--- src/rtl/frame_dbuf_mux_pkg.sv ---
// ----------------------------------------------------------------------------
// frame_dbuf_mux_pkg : mode/pattern codes and voxel pattern rule for the frame store
// Revision: 1.0
// ----------------------------------------------------------------------------
`default_nettype none

package frame_dbuf_mux_pkg;

  localparam logic [1:0] c_mode_live    = 2'd0;
  localparam logic [1:0] c_mode_pat     = 2'd1;

  localparam logic [3:0] c_pat_all      = 4'h0;
  localparam logic [3:0] c_pat_zlayer   = 4'h1;
  localparam logic [3:0] c_pat_yplane   = 4'h9;
  localparam logic [3:0] c_pat_xplane   = 4'hc;
  localparam logic [3:0] c_pat_edge     = 4'hf;

  // One voxel of test pattern p; edges are voxels with >=2 coordinates on a face
  function automatic logic pattern_voxel(input int n, input logic [3:0] p,
                                         input int x, input int y, input int z);
    int   ends;
    int   pi;
    logic r;
    ends = 0;
    pi   = int'(p);
    if (x == 0 || x == n - 1) ends = ends + 1;
    if (y == 0 || y == n - 1) ends = ends + 1;
    if (z == 0 || z == n - 1) ends = ends + 1;
    r = 1'b0;
    if (p == c_pat_all)         r = 1'b1;
    else if (p < c_pat_yplane)  r = (z == (pi - int'(c_pat_zlayer)) % n);
    else if (p < c_pat_xplane)  r = (y == (pi - int'(c_pat_yplane)) % n);
    else if (p < c_pat_edge)    r = (x == (pi - int'(c_pat_xplane)) % n);
    else                        r = (ends >= 2);
    return r;
  endfunction

endpackage

`default_nettype wire

--- src/rtl/frame_dbuf_mux_pattern_gen.sv ---
// ----------------------------------------------------------------------------
// cube_pattern_gen : combinational pat_sel -> full-cube test pattern
// Revision: 1.0
// ----------------------------------------------------------------------------
`default_nettype none

module cube_pattern_gen
  import frame_dbuf_mux_pkg::*;
#(
  parameter int CUBE_N = 8
) (
  input  logic [3:0]                    pat_sel,
  output logic [CUBE_N*CUBE_N*CUBE_N-1:0] pattern
);

  for (genvar z = 0; z < CUBE_N; z++) begin : g_z
    for (genvar y = 0; y < CUBE_N; y++) begin : g_y
      for (genvar x = 0; x < CUBE_N; x++) begin : g_x
        assign pattern[z*CUBE_N*CUBE_N + y*CUBE_N + x] =
          pattern_voxel(CUBE_N, pat_sel, x, y, z);
      end
    end
  end

endmodule

`default_nettype wire

--- src/rtl/frame_dbuf_mux.sv ---
// ----------------------------------------------------------------------------
// frame_dbuf_mux : double-buffered tear-free cube frame store with source mux
// Revision: 1.0
// ----------------------------------------------------------------------------
`default_nettype none

module frame_dbuf_mux
  import frame_dbuf_mux_pkg::*;
#(
  parameter  int CUBE_N    = 8,
  parameter  int NUM_SRC   = 2,
  parameter  int CNT_W     = 32,
  parameter  int OVERWRITE = 1,
  localparam int FRAME_W   = CUBE_N * CUBE_N * CUBE_N,
  localparam int SRC_W     = (NUM_SRC > 1) ? $clog2(NUM_SRC) : 1
) (
  input  logic                       clk,
  input  logic                       rst_n,
  input  logic [1:0]                 mode,
  input  logic [SRC_W-1:0]           src_sel,
  input  logic [3:0]                 pat_sel,
  input  logic [NUM_SRC*FRAME_W-1:0] src_frame_flat,
  input  logic [NUM_SRC-1:0]         src_valid,
  output logic [NUM_SRC-1:0]         src_ready,
  input  logic                       scan_done,
  output logic [FRAME_W-1:0]         frame_cube_flat,
  output logic                       pending,
  output logic                       sync,
  output logic [CNT_W-1:0]           frame_cnt,
  output logic [CNT_W-1:0]           drop_cnt
);

  logic [FRAME_W-1:0] r_front;
  logic [FRAME_W-1:0] r_back;
  logic               r_pending;
  logic               r_sync;
  logic [CNT_W-1:0]   r_frame_cnt;
  logic [CNT_W-1:0]   r_drop_cnt;

  logic [FRAME_W-1:0] w_frames [NUM_SRC];
  logic [FRAME_W-1:0] w_pattern;
  logic               w_live;
  logic               w_pat;
  logic               w_sel_ok;
  logic               w_sel_ready;
  logic               w_accept;
  logic               w_swap;

  for (genvar i = 0; i < NUM_SRC; i++) begin : g_src
    assign w_frames[i] = src_frame_flat[i*FRAME_W +: FRAME_W];
    // Unselected sources are drained so producers never stall on them
    assign src_ready[i] = w_live ? ((src_sel == SRC_W'(i)) ? w_sel_ready : 1'b1)
                                 : w_pat;
  end

  cube_pattern_gen #(
    .CUBE_N (CUBE_N)
  ) u_pattern (
    .pat_sel (pat_sel),
    .pattern (w_pattern)
  );

  assign w_live      = (mode == c_mode_live);
  assign w_pat       = (mode == c_mode_pat);
  assign w_sel_ok    = (int'(src_sel) < NUM_SRC);
  assign w_sel_ready = (OVERWRITE != 0) ? 1'b1 : !r_pending;
  assign w_accept    = w_live && w_sel_ok && src_valid[src_sel] && w_sel_ready;
  assign w_swap      = w_live && scan_done && r_pending;

  always_ff @(posedge clk or negedge rst_n) begin
    if (!rst_n) begin
      r_front     <= '0;
      r_back      <= '0;
      r_pending   <= 1'b0;
      r_sync      <= 1'b0;
      r_frame_cnt <= '0;
      r_drop_cnt  <= '0;
    end else begin
      r_sync <= w_swap;
      if (w_live) begin
        // Front takes the old back contents even when a new frame lands this cycle
        if (w_swap) begin
          r_front     <= r_back;
          r_frame_cnt <= r_frame_cnt + CNT_W'(1);
        end
        if (w_accept) begin
          r_back <= w_frames[src_sel];
          if (r_pending && !w_swap) r_drop_cnt <= r_drop_cnt + CNT_W'(1);
        end
        r_pending <= w_accept || (r_pending && !w_swap);
      end else if (w_pat) begin
        r_pending <= 1'b0;
        if (scan_done) r_front <= w_pattern;
      end
    end
  end

  assign frame_cube_flat = r_front;
  assign pending         = r_pending;
  assign sync            = r_sync;
  assign frame_cnt       = r_frame_cnt;
  assign drop_cnt        = r_drop_cnt;

endmodule

`default_nettype wire
--- config.mk ---
export PLATFORM = sky130hd
export DESIGN_NAME = frame_dbuf_mux
export DESIGN_NICKNAME = d
export VERILOG_FILES = /design/src/rtl/frame_dbuf_mux_pkg.sv /design/src/rtl/frame_dbuf_mux_pattern_gen.sv /design/src/rtl/frame_dbuf_mux.sv
export SDC_FILE = /design/constraint.sdc
export NUM_CORES = 2
export LEC_CHECK = 0
export CORE_AREA = 10 10 624 626
export DETAILED_ROUTE_END_ITERATION = 10
export DIE_AREA = 0 0 634 636
export PLACE_DENSITY = 0.33
export SLEW_MARGIN = 0
export SYNTH_ARGS = -nofsm -noshare
export SYNTH_HDL_FRONTEND = slang
export SYNTH_SLANG_ARGS = --single-unit
--- constraint.sdc ---
create_clock -name clk -period 3.4 [get_ports clk]
set_input_delay 0.34 -clock clk [delete_from_list [all_inputs] [get_ports clk]]
set_output_delay 0.34 -clock clk [all_outputs]
set_load 0.05 [all_outputs]
==> metrics <==
initial antenna violation count 312; Arrival @ worst endpoint 2380 ps; die area 403000 um^2; die height 636 um; number of global-route vias before repair 46600; IO buf count 1615; Max-Cap Viols 0; reg2reg end frame_cube_flat[247]; Least-Margin Pin Slew 1070 ps; clock slew at the register clock pins of the worst setup and hold paths 60 ps; final wirelength 387 mm; gr ovfl total 0; CP required 3060 ps; Remaining DRCs 0; Core Box Area 377000 um^2; Layout area overhead 62.1%; GPL Wtd Cong 0.928; r2r startpoint pending; cell area after layout 78200 um^2; Final WS setup 677 ps; ANT nets after route 0; worst relative slew slack 0.282; mean post-synth cell area 9.80 um^2; I/O Pins 1616; Final TNS setup 0 ps; critical path cell sequence clkdlybuf4s50_1; Vias 46400; global-route wire length before repair 492 mm; sum of buffers and inverters on the critical path 1; Crit. End Element primary output; Placement Rows 226; placed instance area 73000 um^2; static leakage 31.9 nW; CTS tree done; most frequent cells in the layout 1602 x clkdlybuf4s50_1, 1090 x dfrtp_1, 918 x a21oi_1; status complete, no violations; clock skew 31.8 ps; Most used DFF post-synth dfrtp_1; CTS buffer count 153; Pre-antenna DRT Iters 5; Nets 7696; worst-path fanout max 2; CP max stage delay 1140 ps; pin count of the biggest net entering global routing 116; sequential-to-total area share from yosys stat 0.566; Peak VDD IR 0.343 mV; Power, Total 50.0 mW; initial drt markers 3403; number of synthesized flops with an enable pin 0; cell family contributing the most delay on the critical path buffers and inverters; layout cell share with drive strength beyond 1 0.0949; initial core utilization 0.128; postcts setup bufs 0; critical path class reg2out; cells on worst reg2reg path 7; die width 634 um; Max Slew Vio Count 0; # H-tree levels 4; Final Setup Violations 0; Hold Path Class in2async; syn_nets 5958; worst hold slack 98.7 ps; insertion delay of the later-clocked pin in the worst-skew pair 860 ps; final worst path period need 2720 ps; clock tree buffer depth 4; Crit-path slowest cell clkdlybuf4s50_1; #FFs+latches synth 1090; Fmax achieved 367 MHz; final period utilization 0.801; Warnings, synthesis 0; Hold Vio Cnt, Final 0; Routed wire per std cell 32.6 um; clock root buffer master clkbuf_16; DP HPWL 320 mm; crit path launch frame_cube_flat[190]; RSZ-0062 raised after global routing no; ys async rst share 1.00; pre-CTS setup slack -245 ps; Post-Syn Area 48200 um^2; cells after synthesis 4919; Cell variety after synth 58; vias per inst 3.91; Sinks on Clock Net 1090; r2r setup slk 1010 ps; Worst Setup Start Kind register; total track usage 0.183; placed cells 11500; fin cells 11900; commonest non-fill, non-tap cell in the layout clkdlybuf4s50_1; PwrDens 640 nW/um^2; Core Util, Final 0.207
-- cells in the mapped netlist (9+ instances only) --
cell type  instances  share of area
and3_1            23         0.0030
o21ai_0          291          0.030
mux2i_1          513           0.11
xnor2_1           51         0.0093
nor2b_1           27         0.0035
buf_1             13         0.0010
nand3_1           28         0.0029
dfrtp_1         1090           0.57
xor2_1            11         0.0020
nor2_1           853          0.066
o22ai_1          121          0.016
a21oi_1          919          0.095
inv_1              9        0.00070
nand2_1          435          0.034
nand4_1           13         0.0017
buf_2            131          0.014
and2_1             9         0.0012
o32ai_1           13         0.0024
and4_1            11         0.0020
o22a_1            19         0.0035
buf_4             46         0.0072
a31oi_1           21         0.0027
clkbuf_1         182          0.014
-- power by group --
group	internal, mW	switching [mW]
clock	9.67	6.89
sequential	15.6	1.79
combinational	5.48	10.6
-- timing repair --
action / in CTS / in global routing
hold buffers: 2 / 0
endpoints found under the hold margin: 319 / 0
setup endpoints to repair: 0 / 0
gates resized for setup: 0 / 0
-- worst max-delay path by stage --
stage	cells past startpoint	slack, ps	end
2_1_floorplan	12	820	frame_cube_flat[267]
3_3_place_gp	9	-280	frame_cube_flat[191]
3_5_place_dp	9	-250	frame_cube_flat[191]
4_1_cts	1	530	frame_cube_flat[190]
5_1_grt	1	570	frame_cube_flat[418]
6_report	1	680	frame_cube_flat[190]
-- cell families after synthesis --
group	Yosys count	share of synthesized area
compound gates	1437	0.159
xor+xnor	62	0.0113
fa+ha+maj	4	0.000986
buf+inv	382	0.0369
flops	1090	0.566
mux	516	0.107
simple gates	1428	0.119
-- cell type report --
cell class / instances / area [um^2]
fillers: 41300 / 299000
repair buffers: 1956 / 20100
inverters: 9 / 41.3
clock buffers: 211 / 4410
multi-input cells: 3447 / 19300
flip-flops and latches: 1090 / 27300
well taps: 5016 / 6280
clock inverters: 62 / 613
diodes: 61 / 153
-- routing by layer --
| layer | vias up | track usage | wire length (um) |
|---|---|---|---|
| met2 | 1839 | 0.325 | 193000 |
| li1 | 20700 | - | - |
| met4 | 118 | 0.0395 | 9230 |
| met3 | 680 | 0.0668 | 32600 |
| met1 | 23100 | 0.209 | 151000 |
| met5 | - | 0 | 809 |
-- flip-flops by register name (all words and copies together) (netlist names) --
name and cells:
drop_cnt 32, frame_cnt 32, frame_cube_flat 512, pending 1
r_back 512, sync 1
Power figures use the tool's default switching activity.
